`config.mk`:
```
export PLATFORM = sky130hd
export DESIGN_NAME = sound_sequencer
export DESIGN_NICKNAME = d
export VERILOG_FILES = /design/src/rtl/sound_sequencer.sv
export SDC_FILE = /design/constraint.sdc
export NUM_CORES = 1
export LEC_CHECK = 0
export BUFFER_PORTS_ARGS = -buffer_cell sky130_fd_sc_hd__buf_4
export CORE_MARGIN = 10
export CORE_UTILIZATION = 50
export CTS_BUF_LIST = sky130_fd_sc_hd__clkbuf_2 sky130_fd_sc_hd__clkbuf_4 sky130_fd_sc_hd__clkbuf_8
export CTS_CLUSTER_DIAMETER = 80
export DETAILED_ROUTE_END_ITERATION = 7
export HOLD_SLACK_MARGIN = 0.1
export PLACE_DENSITY = 0.65
export SKIP_LAST_GASP = 1
export SLEW_MARGIN = 20
export SYNTH_ARGS = -nofsm -noshare
export SYNTH_HDL_FRONTEND = slang
export SYNTH_SLANG_ARGS = --single-unit
```
`constraint.sdc`:
```
create_clock -name clk -period 6 [get_ports clk]
set_clock_uncertainty 0.2 [all_clocks]
set_input_delay 0.6 -clock clk [delete_from_list [all_inputs] [get_ports clk]]
set_output_delay 0.6 -clock clk [all_outputs]
set_load 0.05 [all_outputs]
```
`src/rtl/sound_sequencer.sv`:
```
// Sequences short tone patterns (coin chirp, vend chime, error beeps) onto a tone generator.
// Requests are queued in per-source pending flags; an error request preempts a coin or vend pattern.
module sound_sequencer #(
    parameter int unsigned CLOCK_HZ     = 100_000_000,
    parameter int unsigned TONE_MS      = 150,
    parameter int unsigned GAP_MS       = 50,
    parameter int unsigned ERROR_REPEAT = 2
) (
    input  logic       clk,
    input  logic       rst,
    input  logic       coin_req,
    input  logic       vend_req,
    input  logic [1:0] vend_item,
    input  logic       error_req,
    output logic       tone_start,
    output logic       tone_error,
    output logic [1:0] tone_item,
    output logic       busy
);

    localparam int unsigned CNT_W       = 32;
    localparam int unsigned NOTES_W     = 3;
    localparam int unsigned NOTE_CYCLES = (CLOCK_HZ / 1000) * TONE_MS;
    localparam int unsigned GAP_CYCLES  = (CLOCK_HZ / 1000) * GAP_MS;

    typedef enum logic [1:0] {IDLE, START, PLAY, GAP} state_t;
    typedef enum logic [1:0] {PAT_COIN, PAT_VEND, PAT_ERR} pat_t;

    state_t             state, state_d;
    pat_t               pat, pat_d;
    logic [CNT_W-1:0]   cnt, cnt_d;
    logic [NOTES_W-1:0] notes, notes_d;
    logic [1:0]         item_d, pend_item, pend_d;
    logic               err_flag, vend_flag, coin_flag;
    logic               err_d, vend_d, coin_d;
    logic               note_done, slot_done, preempt;
    logic               tone_start_d, tone_error_d, busy_d;

    // State and datapath registers; outputs are registered from next-state values
    always_ff @(posedge clk) begin
        if (!rst) begin
            state      <= IDLE;
            pat        <= PAT_COIN;
            cnt        <= '0;
            notes      <= '0;
            pend_item  <= '0;
            err_flag   <= 1'b0;
            vend_flag  <= 1'b0;
            coin_flag  <= 1'b0;
            tone_start <= 1'b0;
            tone_error <= 1'b0;
            tone_item  <= '0;
            busy       <= 1'b0;
        end else begin
            state      <= state_d;
            pat        <= pat_d;
            cnt        <= cnt_d;
            notes      <= notes_d;
            pend_item  <= pend_d;
            err_flag   <= err_d;
            vend_flag  <= vend_d;
            coin_flag  <= coin_d;
            tone_start <= tone_start_d;
            tone_error <= tone_error_d;
            tone_item  <= item_d;
            busy       <= busy_d;
        end
    end

    // Next-state: grant, slot timing, note sequencing and error preemption
    always_comb begin
        state_d   = state;
        pat_d     = pat;
        cnt_d     = cnt;
        notes_d   = notes;
        item_d    = tone_item;
        err_d     = err_flag | error_req;
        vend_d    = vend_flag | vend_req;
        coin_d    = coin_flag | coin_req;
        pend_d    = vend_req ? vend_item : pend_item;
        note_done = 1'b0;
        slot_done = 1'b0;
        preempt   = (state != IDLE) && (pat != PAT_ERR) && error_req;

        case (state)
            IDLE: begin
                if (err_flag) begin
                    state_d = START;
                    pat_d   = PAT_ERR;
                    notes_d = NOTES_W'(ERROR_REPEAT);
                    item_d  = 2'd0;
                    err_d   = error_req;
                end else if (vend_flag) begin
                    state_d = START;
                    pat_d   = PAT_VEND;
                    notes_d = NOTES_W'(2);
                    item_d  = pend_item;
                    vend_d  = vend_req;
                end else if (coin_flag) begin
                    state_d = START;
                    pat_d   = PAT_COIN;
                    notes_d = NOTES_W'(1);
                    item_d  = 2'd0;
                    coin_d  = coin_req;
                end
            end
            START: begin
                if (NOTE_CYCLES == 1) begin
                    note_done = 1'b1;
                end else begin
                    state_d = PLAY;
                    cnt_d   = CNT_W'(NOTE_CYCLES - 2);
                end
            end
            PLAY: begin
                if (cnt == '0) note_done = 1'b1;
                else           cnt_d = cnt - CNT_W'(1);
            end
            GAP: begin
                if (cnt == '0) slot_done = 1'b1;
                else           cnt_d = cnt - CNT_W'(1);
            end
            default: state_d = IDLE;
        endcase

        if (note_done) begin
            if (GAP_CYCLES == 0) begin
                slot_done = 1'b1;
            end else begin
                state_d = GAP;
                cnt_d   = CNT_W'(GAP_CYCLES - 1);
            end
        end

        if (slot_done) begin
            if (notes > NOTES_W'(1)) begin
                state_d = START;
                notes_d = notes - NOTES_W'(1);
                if (pat == PAT_VEND) item_d = 2'd3;
            end else begin
                state_d = IDLE;
            end
        end

        // The aborted coin/vend pattern is dropped, not re-queued
        if (preempt) begin
            state_d = START;
            pat_d   = PAT_ERR;
            notes_d = NOTES_W'(ERROR_REPEAT);
            item_d  = 2'd0;
            err_d   = err_flag;
        end
    end

    // Output decode from the next state so pulses line up with entry into START
    always_comb begin
        tone_start_d = 1'b0;
        tone_error_d = 1'b0;
        busy_d       = (state_d != IDLE);
        if (state_d == START) begin
            if (pat_d == PAT_ERR) tone_error_d = 1'b1;
            else                  tone_start_d = 1'b1;
        end
    end

endmodule

```
==> results of run 1 <==
## where the power goes
| group | switching, mW | internal (mW) |
|---|---|---|
| clock network | 0.108 | 0.0962 |
| logic | 0.662 | 0.332 |
| registers | 0.126 | 0.417 |
| total | 0.896 | 0.846 |
## per-stage QoR
step	total power [mW]	utilization	setup WS [ns]
2_1_floorplan	1.34	-	3.33
4_1_cts	1.73	0.543	3.01
3_5_place_dp	1.52	0.527	3.03
5_1_grt	1.88	0.543	2.79
6_report	1.74	0.543	2.98
3_3_place_gp	1.52	0.527	3.08
## cells by family (layout without fill, tap and decap cells)
kind of cell / after synthesis / count (layout) / share of synthesized area
muxes: 3 / 3 / 0.0107
and+or+nand+nor: 136 / 136 / 0.309
AOI/OAI and AO/OA: 109 / 109 / 0.263
xor gates and xnor gates: 1 / 1 / 0.00313
DFF: 49 / 49 / 0.351
adders and majority gates: 2 / 2 / 0.00894
buffers and inverters: 36 / 35 / 0.0550
## flip-flops by register name, summed over array words and instances, names as in the netlist
signal      cells
tone_error      1
pat             2
tone_start      1
busy            1
err_flag        1
coin_flag       1
vend_flag       1
state           2
cnt            32
notes           3
pend_item       2
tone_item       2
## critical path: stages (launching register included)
cell,delay (ns)
sky130_fd_sc_hd__dfxtp_1,0.34
sky130_fd_sc_hd__inv_1,0.06
sky130_fd_sc_hd__ha_1,0.18
sky130_fd_sc_hd__or3b_2,0.54
sky130_fd_sc_hd__nor4_2,0.56
sky130_fd_sc_hd__a31oi_1,0.41
sky130_fd_sc_hd__and3_1,0.31
sky130_fd_sc_hd__a2111oi_2,0.31
## routing by layer
| layer | wire (um) | global-route usage |
|---|---|---|
| met2 | 3310 | 0.270 |
| met4 | 131 | 0.0623 |
| met1 | 3240 | 0.200 |
| met3 | 423 | 0.0373 |
| met5 | 0 | 0 |
## path summary, 6_finish.rpt
| path | cells after the start | end |
|---|---|---|
| min reg2reg | 1 | cnt[19] |
| min | 1 | cnt[19] |
| max reg2reg | 7 | cnt[9] |
| max | 7 | cnt[9] |
## final cells by class
type,instances,area [um2]
clock buffers,7,90.1
inverters,16,60.1
repair buffers,12,90.1
fillers,513,2500
multi-input cells,251,1660
well taps,72,90.1
flip-flops and latches,49,981
## cell usage in the layout, fill, tap and decap left out, types with 3 or more instances in the layout
cell | Yosys | layout
sky130_fd_sc_hd__a31oi_1 | 12 | 12
sky130_fd_sc_hd__a21oi_1 | 31 | 31
sky130_fd_sc_hd__nand3_1 | 7 | 7
sky130_fd_sc_hd__inv_1 | 14 | 14
sky130_fd_sc_hd__nor4_4 | 4 | 4
sky130_fd_sc_hd__nand2_1 | 15 | 15
sky130_fd_sc_hd__a31o_2 | 3 | 3
sky130_fd_sc_hd__nand4_1 | 5 | 5
sky130_fd_sc_hd__dfxtp_1 | 49 | 49
sky130_fd_sc_hd__and3_1 | 3 | 3
sky130_fd_sc_hd__nor4_1 | 8 | 8
sky130_fd_sc_hd__or3_1 | 12 | 12
sky130_fd_sc_hd__buf_4 | 0 | 12
sky130_fd_sc_hd__o41ai_1 | 4 | 4
sky130_fd_sc_hd__clkbuf_8 | 0 | 6
sky130_fd_sc_hd__nor3_1 | 14 | 14
sky130_fd_sc_hd__or2_2 | 6 | 6
sky130_fd_sc_hd__or4_1 | 10 | 10
sky130_fd_sc_hd__o21a_1 | 4 | 4
sky130_fd_sc_hd__a311oi_1 | 4 | 4
sky130_fd_sc_hd__o31ai_1 | 6 | 6
sky130_fd_sc_hd__nor2_1 | 28 | 28
sky130_fd_sc_hd__nor4_2 | 3 | 3
sky130_fd_sc_hd__o211ai_1 | 3 | 3
sky130_fd_sc_hd__o21ai_0 | 19 | 19
sky130_fd_sc_hd__mux2i_1 | 3 | 3
==> flow_results.org, run 1 <==
** Flow run
- The tool flagged a number of max-cap violations equal to 0.

** Final layout
- Relative to the synthesized area, the layout overhead comes to 6.31%.
- Of the cells placed in the final design, the portion with a size suffix greater than 1 is 0.143.
- Final instance area :: 0.00297 mm2
- Final net count :: 344
- The repair_antennas step left the layout with diodes totalling 0.
- Final instance count without filler cells :: 407

** STA
- For the final routed database, the setup TNS stands at 0 ns.
- Static timing analysis puts the maximum clock frequency at 331 MHz.
- Tightest hold margin :: 0.284 ns
- Setup repair after global routing left no endpoint under its margin.
- Total count of hold-check failures in the final report :: 0
- Dividing the final minimum period by the clock period gives 0.503.
- Setup violations remaining at the end of the flow were counted as 0.
- Post-layout min period :: 3.02 ns
- Normalized max-slew margin :: 0.445
- Pins over their slew limit :: 0
- Transition at the pin with the smallest max-transition slack :: 0.827 ns

** Global routing
- Total global routing track utilization :: 0.163
- Remaining global-route overflow :: 0
- Number of global-route vias before repair :: 2,501
- Pin count of the biggest net entering global routing :: 27
- The number of antenna violations at the first check in global routing came to 0.
- First-pass GRT wire length :: 12.0 mm

** Power and ir drop
- Leakage power total :: 1.01 nW
- Maximum vdd drop :: 0.000301 V
- Power density normalized to cell area :: 586 mW/mm2

** Logic synthesis
- The number of nets in the synthesized netlist is 345.
- Ys flop type :: sky130_fd_sc_hd__dfxtp_1
- Synth Warn # :: 0
- Count of state elements after synthesis :: 49
- Number of enable-type register cells in the synthesized netlist :: 0
- Share of synthesized flip-flops with an asynchronous set or reset :: 0
- Of the synthesized area, sequential elements account for 0.351.
- The cell area that synthesis handed to floorplanning was 0.00280 mm2.
- Most repeated cell in the gate-level netlist after synthesis :: sky130_fd_sc_hd__dfxtp_1
- Syn_area_per_cell :: 8.33 um2
- Largest area contributor in the synthesized netlist :: sky130_fd_sc_hd__dfxtp_1
- The share of synthesized area in the top cell type comes to 0.351.
- After technology mapping, the gate count stands at 336.
- Netlist cell types :: 66
- After synthesis, the cell types taking the most area are sky130_fd_sc_hd__dfxtp_1 (35%), sky130_fd_sc_hd__a21oi_1 (5.5%), sky130_fd_sc_hd__nor2_1 (3.8%).
- The commonest cells after synthesis are sky130_fd_sc_hd__dfxtp_1 (49), sky130_fd_sc_hd__a21oi_1 (31), sky130_fd_sc_hd__nor2_1 (28).

** Route
- Iteration-0 DRC Markers :: 256
- The routed design has 7.10 mm of wire.
- Dividing the detail-routed wire length by the instance count gives 17.5 um.
- DRC errors left :: 0
- The routed layout has 2,641 vias.
- In this run the remaining antenna-violating nets after routing total 0.
- Before antenna repair, the detailed router went through 7 iterations.
- Post-DR vias/cell :: 6.49

** Setup path
- Crit Reg-Reg Startpoint :: cnt[0]
- STA classifies the critical path startpoint as a flip-flop.
- STA puts the critical path data arrival time at 3.02 ns.
- Tracing the worst setup path back leads to its startpoint at cnt[0].
- Nature of the critical path endpoint :: flip-flop
- The setup path with the least slack is of type reg -> reg.
- CP required :: 6.00 ns
- Of all nets on the critical path, the largest fanout is 8.
- The worst register-to-register path has a setup slack of 2.98 ns.

** Floorplan
- The floorplan step defined a core boundary enclosing 0.00547 mm2.
- Die X :: 94.8 um
- During I/O placement, the number of pins put on the boundary was 12.
- The die covers 0.00899 mm2.
- Row cnt :: 27
- Chip height :: 94.8 um
- Initial cell density of the core :: 0.511

** Clocking
- In this run, post-CTS repair resized a total of 0 instances.
- Counting along the longest clock path gives a buffer depth of 2.
- Number of clock sinks :: 49
- Post-CTS timing repair inserted 0 buffers for setup.
- Source-to-sink clock delay at the later pin of the worst-skew pair :: 0.30 ns
- Root buffer cell :: sky130_fd_sc_hd__clkbuf_8
- The H-tree was split into 2 levels.
- After clock tree synthesis, the clock-pin slew on the worst setup and hold paths is 0.09 ns.
- TritonCTS built the clock tree.
- # hold bufs at CTS :: 0
- TritonCTS Buffers :: 5

** Run status
- The run finished with clean final reports.

** Place
- The wire-length estimate of the detail-placed layout is 4.96 mm.
- Cell area after placement :: 0.00288 mm2
- After detailed placement, the design holds a cell count of 400.
- The count of buffers added on input and output ports is 11.
- GPL Wtd Cong :: 0.809

** Worst hold path
- Origin of the worst min-delay path :: cnt[19]
- The min-delay analysis places its worst path in the category reg -> reg.
No activity file was read; power rests on OpenSTA's default activity.
==> run 2, diff against run 1 <==
==> constraint.sdc (replaced) <==
create_clock -name clk -period 2.87 [get_ports clk]
set_clock_uncertainty 0.2 [all_clocks]
set_input_delay 0.287 -clock clk [delete_from_list [all_inputs] [get_ports clk]]
set_output_delay 0.287 -clock clk [all_outputs]
set_load 0.05 [all_outputs]
==> flow_results.org, run 2 (synthesis results as in run 1) <==
** Run status
- Outcome :: finished clean

** Floorplan
- Core area :: 0.00547 mm2 (unchanged)
- The horizontal die dimension came to 94.8 um (unchanged).
- Initial cell density of the core :: 0.511 (unchanged)
- The overall die area was 0.00899 mm2 (unchanged).
- Ports placed on the boundary :: 12 (unchanged)
- Row cnt :: 27 (unchanged)
- Chip height :: 94.8 um (unchanged)

** Final layout
- Ranked by flip-flop count, first place goes to cnt.
- Share of final-layout standard cells stronger than drive strength 1 :: 0.202 (+0.0584)
- The largest registers in the layout are cnt (32), notes (3).
- The post-layout instance count excluding filler cells was 439 (+7.9%).
- The flip-flop count of the largest register after layout was 32 (unchanged).
- Final net count :: 375 (+9.0%)
- The library cell used most frequently in the layout, excluding fill and tap cells, is sky130_fd_sc_hd__dfxtp_1.
- Antenna cells :: 0 (unchanged)
- The core occupancy in the finished layout was 0.596 (+0.0528).
- Final instance area :: 0.00326 mm2 (+9.7%)
- Most used cells in the layout excluding fill and tap cells :: sky130_fd_sc_hd__dfxtp_1 (49), sky130_fd_sc_hd__buf_4 (35), sky130_fd_sc_hd__a21oi_1 (31)
- Area growth from synthesis to layout :: 16.6%

** STA
- Normalized max-slew margin :: 0.400 (-0.0452)
- Transition at the pin with the smallest max-transition slack :: 0.896 ns (+0.0696 ns)
- Setup repair after global routing could not meet its margin everywhere.
- Post-layout min period :: 2.72 ns (-0.300 ns)
- The final-report max-slew violation count came to 0 (unchanged).
- Total count of hold-check failures in the final report :: 0 (unchanged)
- The setup TNS is 0 ns (unchanged).
- Crit path setup slack, layout :: 0.149 ns (-2.83 ns)
- The maximum achievable frequency is 368 MHz (+11%).
- Tcrit/Tclk final :: 0.948 (+0.445)
- The number of failing setup endpoints in the final timing report is 0 (unchanged).

** Clocking
- CTS clk-pin slew, worst paths :: 0.09 ns (about the same)
- TritonCTS Buffers :: 5 (unchanged)
- Number of clock sinks :: 49 (unchanged)
- The clock latency of the later-clocked register in the worst-skew pair is 0.31 ns (about the same).
- The number of buffers on the longest clock path came to 2 (unchanged).
- Clock tree synthesis selected as its root buffer the cell sky130_fd_sc_hd__clkbuf_8.
- TritonCTS built the clock tree.
- The number of H-tree levels came to 2 (unchanged).

** Global routing
- Pin count of the biggest net entering global routing :: 18 (-33%)
- The total grt overflow is 0 (unchanged).
- Number of global-route vias before repair :: 2,642 (+5.6%)
- The number of antenna violations at the first check in global routing came to 0 (unchanged).
- Total global routing track utilization :: 0.172 (+0.00973)
- First-pass GRT wire length :: 12.6 mm (+4.9%)

** Place
- Number of cells in the design after placement :: 424 (+6.0%)
- The total cell area at the placement stage came to 0.00308 mm2 (+6.7%).
- The routability-driven placement congestion ratio was 0.843 (+4.1%).
- Dpl hpwl :: 5.34 mm (+7.7%)
- The post-placement worst setup slack came to 0.144 ns (-2.88 ns).
- Number of port buffers :: 11 (unchanged)

** Power and ir drop
- Internal portion of total power :: 2.01 mW (+140%)
- Combinational cell fraction of total power :: 0.607 (+0.036)
- The clock power share is 0.115 (-0.002).
- Power density normalized to cell area :: 1210 mW/mm2 (+110%)
- Power dissipated by switching net loads :: 1.94 mW (+120%)
- The leakage power was 1.18 nW (+16%).
- Maximum vdd drop :: 0.000719 V (+140%)
- The part of the power in registers was 0.278 (-0.034).
- The switching power share of the total came to 0.491 (-0.0231).

** Worst hold path
- In this run the most critical hold path is launched from rst.
- Hold path cells :: 2 (+1)
- The path class of the tightest hold or removal check is in -> reg.
- Worst min-delay path endpoint :: busy

** Setup path
- CP required :: 2.89 ns (-3.11 ns)
- The startpoint identified for the worst register-to-register timing path is cnt[0].
- The arrival time at the worst endpoint came to 2.74 ns (-0.28 ns).
- Nature of the critical path endpoint :: flip-flop
- Kind of start point of the critical path :: flip-flop
- Setup Crit Path Kind :: reg -> reg
- Cell depth of the worst flop-to-flop path :: 7 (unchanged)
- The worst register-to-register path ends at notes[0].
- The peak fanout along the critical path was 10 (+2).
- The register-to-register path setup slack came to 0.15 ns (-2.83 ns).

** Route
- Iteration-0 DRC Markers :: 196 (-23%)
- The number of vias per cell after detailed routing came to 6.22 (-4.1%).
- The number of nets still failing antenna checks after routing is 0 (unchanged).
- The total number of vias came to 2,732 (+3.4%).
- The average wire per standard cell was 16.9 um (-3.4%).
- Number of iterations in the first detailed-routing pass :: 4 (-3)
- The routed wire length was 7.41 mm (+4.2%).
- The total DRC errors in the routed layout came to 0 (unchanged).

** Flow run
- The number of max-cap violations is 0 (unchanged).
run 2: cell count changes in the layout (fill, tap and decap cells not counted):
cell and change:
sky130_fd_sc_hd__clkbuf_4 -1, sky130_fd_sc_hd__buf_4 +23, sky130_fd_sc_hd__clkinv_2 +1, sky130_fd_sc_hd__clkbuf_8 +1, sky130_fd_sc_hd__nor4_2 -1, sky130_fd_sc_hd__o21ai_1 +1, sky130_fd_sc_hd__dlygate4sd3_1 +7, sky130_fd_sc_hd__buf_12 +1
sky130_fd_sc_hd__a31oi_1 -1, sky130_fd_sc_hd__a31oi_2 +1, sky130_fd_sc_hd__nor4_4 +1, sky130_fd_sc_hd__o21ai_0 -1
run 2: area by class of cell:
type	instances	area, um2
Fill cell	517	2210
Multi-Input combinational cell	251	1680
Sequential cell	49	981
Timing Repair Buffer	43	353
Clock buffer	7	96.3
Tap cell	72	90.1
Inverter	16	60.1
Clock inverter	1	5.00
run 2: how the worst max path moves through the flow:
stage           start    endpoint  slack [ns]  cells past startpoint
2_1_floorplan  cnt[0]      cnt[9]        0.20                      8
3_3_place_gp   cnt[0]      cnt[1]        0.19                      7
3_5_place_dp   cnt[0]  tone_start        0.14                      7
4_1_cts        cnt[0]      cnt[0]        0.11                      8
5_1_grt        cnt[0]      cnt[0]      -0.004                      8
6_report       cnt[0]    notes[0]        0.15                      7
run 2: critical path, stage by stage, from the launching register on:
cell	delay (ns)
sky130_fd_sc_hd__dfxtp_1	0.34
sky130_fd_sc_hd__inv_1	0.06
sky130_fd_sc_hd__ha_1	0.19
sky130_fd_sc_hd__or3b_2	0.49
sky130_fd_sc_hd__or4_4	0.68
sky130_fd_sc_hd__nor2_1	0.32
sky130_fd_sc_hd__a221oi_1	0.14
sky130_fd_sc_hd__a211oi_1	0.21
run 2: metrics by stage:
stage | power (mW) | hold WS [ns]
6_report | 3.96 | 0.115
5_1_grt | 4.27 | 0.120
4_1_cts | 3.92 | 0.103
3_5_place_dp | 3.45 | 0.258
3_3_place_gp | 3.43 | 0.256
2_1_floorplan | 2.79 | 0.204
run 2: per-layer routing:
| layer | part of all wire | track usage | up-vias | wire length [um] |
|---|---|---|---|---|
| met5 | 0 | 0 | - | 0 |
| met2 | 0.48 | 0.288 | 55 | 3520 |
| met1 | 0.47 | 0.216 | 1308 | 3500 |
| met3 | 0.036 | 0.0325 | 12 | 267 |
| met4 | 0.016 | 0.0611 | 0 | 116 |
| li1 | - | - | 1357 | - |
run 2: power groups by stage:
stage	sequential, mW	clock (mW)	combinational, mW
floorplan	1.10	0	1.70
global placement	1.11	0	2.32
detailed placement	1.11	0	2.34
CTS	1.10	0.465	2.36
global route	1.14	0.493	2.64
finish	1.10	0.456	2.40
run 2: what timing repair did:
item | 4_1_cts | 5_1_grt
endpoints found under the setup margin | 0 | 13
endpoints found under the hold margin | 5 | 0
buffers inserted | 0 | 0
hold buffers | 7 | 0
gates resized for setup | 0 | 3
==> run 3, diff against run 2 <==
--- a/config.mk
+++ b/config.mk
@@ -5,6 +5,7 @@
 export SDC_FILE = /design/constraint.sdc
 export NUM_CORES = 1
 export LEC_CHECK = 0
+export ABC_AREA = 1
 export BUFFER_PORTS_ARGS = -buffer_cell sky130_fd_sc_hd__buf_4
 export CORE_MARGIN = 10
 export CORE_UTILIZATION = 50
@@ -13,6 +14,7 @@
 export DETAILED_ROUTE_END_ITERATION = 7
 export HOLD_SLACK_MARGIN = 0.1
 export PLACE_DENSITY = 0.65
+export SKIP_CTS_REPAIR_TIMING = 1
 export SKIP_LAST_GASP = 1
 export SLEW_MARGIN = 20
 export SYNTH_ARGS = -nofsm -noshare
==> flow_results.org, run 3 <==
** Setup path
- The critical path is of the reg -> reg type.
- Largest fanout of any net on the critical path :: 12 (+2)
- The number of cells on the worst reg-to-reg path came to 12 (+5).
- The arrival time at the worst endpoint came to 2.38 ns (-0.36 ns).
- Kind of start point of the critical path :: flip-flop
- Termination of the worst setup path :: tone_start
- Origin of the worst setup path :: cnt[0]
- In this run the critical register-to-register path is launched from cnt[0].
- The critical path required time came to 2.91 ns (+0.02 ns).
- R2R Setup Slk :: 0.53 ns (+0.38 ns)
- FF-to-FF End :: tone_start
- STA classifies the critical path endpoint as a flip-flop.

** Floorplan
- Core area :: 0.00557 mm2 (+1.9%)
- Ports placed on the boundary :: 12 (unchanged)
- Chip height :: 96.4 um (+1.7%)
- Die area :: 0.00930 mm2 (+3.5%)
- Row cnt :: 27 (unchanged)
- Die X :: 96.4 um (+1.7%)
- The initial core utilization is 0.524 (+0.0129).

** Clocking
- The number of H-tree levels came to 2 (unchanged).
- TritonCTS Buffers :: 5 (unchanged)
- The number of sinks driven by the clock tree was 49 (unchanged).
- Source-to-sink clock delay at the later pin of the worst-skew pair :: 0.30 ns (about the same)
- TritonCTS built the clock tree.
- The number of buffers on the longest clock path came to 2 (unchanged).
- The root buffer cell chosen for the clock tree is sky130_fd_sc_hd__clkbuf_8.
- CTS clk-pin slew, worst paths :: 0.08 ns (about the same)

** Route
- Remaining number of nets flagged by the antenna check after routing :: 0 (unchanged)
- Drt total wl :: 7.26 mm (-2.0%)
- Routed WL per cell :: 13.7 um (-19%)
- The count of routing violations after the opening detailed-route iteration is 166 (-15%).
- Via count :: 2,797 (+2.4%)
- Post-DR vias/cell :: 5.29 (-15%)
- DRC errors left :: 0 (unchanged)
- The count of TritonRoute iterations in the first routing pass is 5 (+1).

** Final layout
- The largest registers in the layout are cnt (32), notes (3).
- Final instance area :: 0.00320 mm2 (-1.9%)
- The post-layout instance count excluding filler cells was 529 (+21%).
- Leaving out fill and tap cells, the most frequent cells in the layout are sky130_fd_sc_hd__nand2_1 (93), sky130_fd_sc_hd__nor2_1 (91), sky130_fd_sc_hd__dfxtp_1 (49).
- Post-route core utilization :: 0.574 (-0.0218)
- The library cell used most frequently in the layout, excluding fill and tap cells, is sky130_fd_sc_hd__nand2_1.
- Area growth from synthesis to layout :: 9.59%
- The antenna diode count was 0 (unchanged).
- Largest register by flop count :: cnt
- Final net count :: 466 (+24%)
- # fillers :: 570 (+10%)
- The share of layout cells above drive strength 1 was 0.151 (-0.0507).
- Flip-flop count of the largest register, all copies and words added :: 32 (unchanged)

** Logic synthesis
- The mean area per synthesized cell is 6.64 um2 (-20%).
- Synth area leaders :: sky130_fd_sc_hd__dfxtp_1 (34%), sky130_fd_sc_hd__nand2_1 (12%), sky130_fd_sc_hd__nor2_1 (12%)
- Among all flip-flop cells after synthesis, the most frequent one is sky130_fd_sc_hd__dfxtp_1.
- Area fraction of the dominant cell type after synthesis :: 0.336 (-0.0149)
- Count of state elements after synthesis :: 49 (unchanged)
- The number of distinct library cell variants in the gate-level netlist after synthesis was 37 (-44%).
- Synth Warn # :: 0 (unchanged)
- Post-synthesis instance total :: 440 (+31%)
- Share of synthesized flip-flops with an asynchronous set or reset :: 0 (unchanged)
- Sorting the synthesized cells by how often they occur yields sky130_fd_sc_hd__nand2_1 (93), sky130_fd_sc_hd__nor2_1 (91), sky130_fd_sc_hd__dfxtp_1 (49).
- sky130_fd_sc_hd__dfxtp_1 takes more of the synthesized area than any other cell.
- The number of enable-type register cells in the synthesized netlist is 0 (unchanged).
- Most repeated cell in the gate-level netlist after synthesis :: sky130_fd_sc_hd__nand2_1
- Net count after synthesis :: 449 (+30%)
- The post-synthesis instance area is 0.00292 mm2 (+4.4%).
- Sequential-to-total area share from yosys stat :: 0.336 (-0.0149)

** Power and ir drop
- The clock power share came to 0.164 (+0.049).
- Internal portion of total power :: 1.54 mW (-24%)
- The combinational group share of total power was 0.509 (-0.098).
- Maximum vdd drop :: 0.000486 V (-32%)
- The total power per unit cell area came to 920 mW/mm2 (-24%).
- Fraction of power spent switching nets :: 0.477 (-0.0141)
- Power dissipated by switching net loads :: 1.40 mW (-28%)
- The leakage power is 1.40 nW (+19%).
- The part of the power in registers came to 0.328 (+0.050).

** STA
- Post-layout min period :: 2.34 ns (-0.377 ns)
- The tightest slew margin relative to the limit came to 0.615 (+0.215).
- The maximum achievable frequency is 427 MHz (+16%).
- Transition at the pin with the smallest max-transition slack :: 0.577 ns (-0.319 ns)
- The number of failing setup endpoints in the final timing report was 0 (unchanged).
- Total count of hold-check failures in the final report :: 0 (unchanged)
- Pins over their slew limit :: 0 (unchanged)
- The setup TNS came to 0 ns (unchanged).
- Tcrit/Tclk final :: 0.817 (-0.131)
- Setup repair after global routing left no endpoint under its margin.

** Global routing
- Pin count of the biggest net entering global routing :: 20 (+2)
- The total grt overflow was 0 (unchanged).
- Total global routing track utilization :: 0.165 (-0.00699)
- The wire length of the first global-routing pass is 12.3 mm (-2.4%).
- The number of antenna violations at the first check in global routing was 0 (unchanged).
- The number of global-route vias before repair was 2,606 (-1.4%).

** Run status
- Outcome :: finished clean

** Place
- The number of placed cells counting well taps was 516 (+22%).
- Dpl hpwl :: 5.43 mm (+1.8%)
- GPL Wtd Cong :: 0.896 (+6.3%)
- The total cell area at the placement stage was 0.00304 mm2 (-1.3%).
- Number of port buffers :: 11 (unchanged)

** Flow run
- The number of max-cap violations came to 0 (unchanged).

** Worst hold path
- The path class of the tightest hold or removal check is in -> reg.
run 3: per-stage QoR:
step                worst slack (ns)  hold slack (ns)  total power, mW
floorplan                      0.911            0.219             2.17
global placement               0.600            0.235             2.45
detailed placement             0.560            0.243             2.45
CTS                            0.528         0.000747             2.94
global route                   0.311            0.123             3.20
finish                         0.526            0.104             2.94
run 3: cell type report:
| class | instances | area [um2] | share of cell area |
|---|---|---|---|
| multi-input cells | 343 | 1720 | 0.536 |
| flip-flops and latches | 49 | 981 | 0.306 |
| repair buffers | 21 | 173 | 0.0539 |
| inverters | 37 | 139 | 0.0434 |
| well taps | 72 | 90.1 | 0.0281 |
| clock buffers | 5 | 68.8 | 0.0215 |
| clock inverters | 2 | 35.0 | 0.0109 |
run 3: worst min-delay path by stage:
stage | start | endpoint | cells after the start
after floorplan | coin_req | coin_flag | 2
after global placement | cnt[0] | cnt[0] | 1
after detailed placement | cnt[0] | cnt[0] | 1
after CTS | vend_item[1] | pend_item[1] | 3
after global routing | rst | pat[1] | 3
final | vend_req | vend_flag | 3
run 3: power groups by stage:
stage / Sequential (mW) / Clock, mW / Combinational, mW
5_1_grt: 0.982 / 0.518 / 1.70
4_1_cts: 0.961 / 0.494 / 1.49
3_5_place_dp: 0.974 / 0 / 1.48
2_1_floorplan: 0.981 / 0 / 1.19
6_report: 0.965 / 0.482 / 1.50
3_3_place_gp: 0.975 / 0 / 1.48
run 3: kinds of logic (layout without fill, tap and decap cells):
logic type,after synthesis,in the layout,synth area share
AND/OR/NAND/NOR,252,252,0.387
AO/OA/AOI/OAI,79,79,0.162
flip-flops,49,49,0.336
buffers and inverters,48,65,0.0771
XOR/XNOR,10,10,0.0300
adder cells (fa/ha/maj),2,2,0.00856
run 3: routing by layer:
metal  global-route usage  part of all wire  vias up  wire length [um]
li1                     -                 -     1456                 -
met1                0.214              0.46     1258              3360
met2                0.262              0.46       67              3360
met3               0.0362             0.048       16               345
met4               0.0642             0.027        0               198
met5                    0                 0        -                 0
run 3: worst max-delay path, stage by stage, from the launching register on:
cell                      delay (ns)
sky130_fd_sc_hd__dfxtp_1        0.32
sky130_fd_sc_hd__inv_1          0.11
sky130_fd_sc_hd__ha_1           0.34
sky130_fd_sc_hd__nand2_4        0.13
sky130_fd_sc_hd__nor2_8         0.19
sky130_fd_sc_hd__nand2_2        0.09
sky130_fd_sc_hd__nor2_4         0.14
sky130_fd_sc_hd__nand2_2        0.09
sky130_fd_sc_hd__nand2_2        0.22
sky130_fd_sc_hd__inv_2          0.16
sky130_fd_sc_hd__nand2_1        0.08
sky130_fd_sc_hd__nand3_1        0.11
sky130_fd_sc_hd__nor2_1         0.09
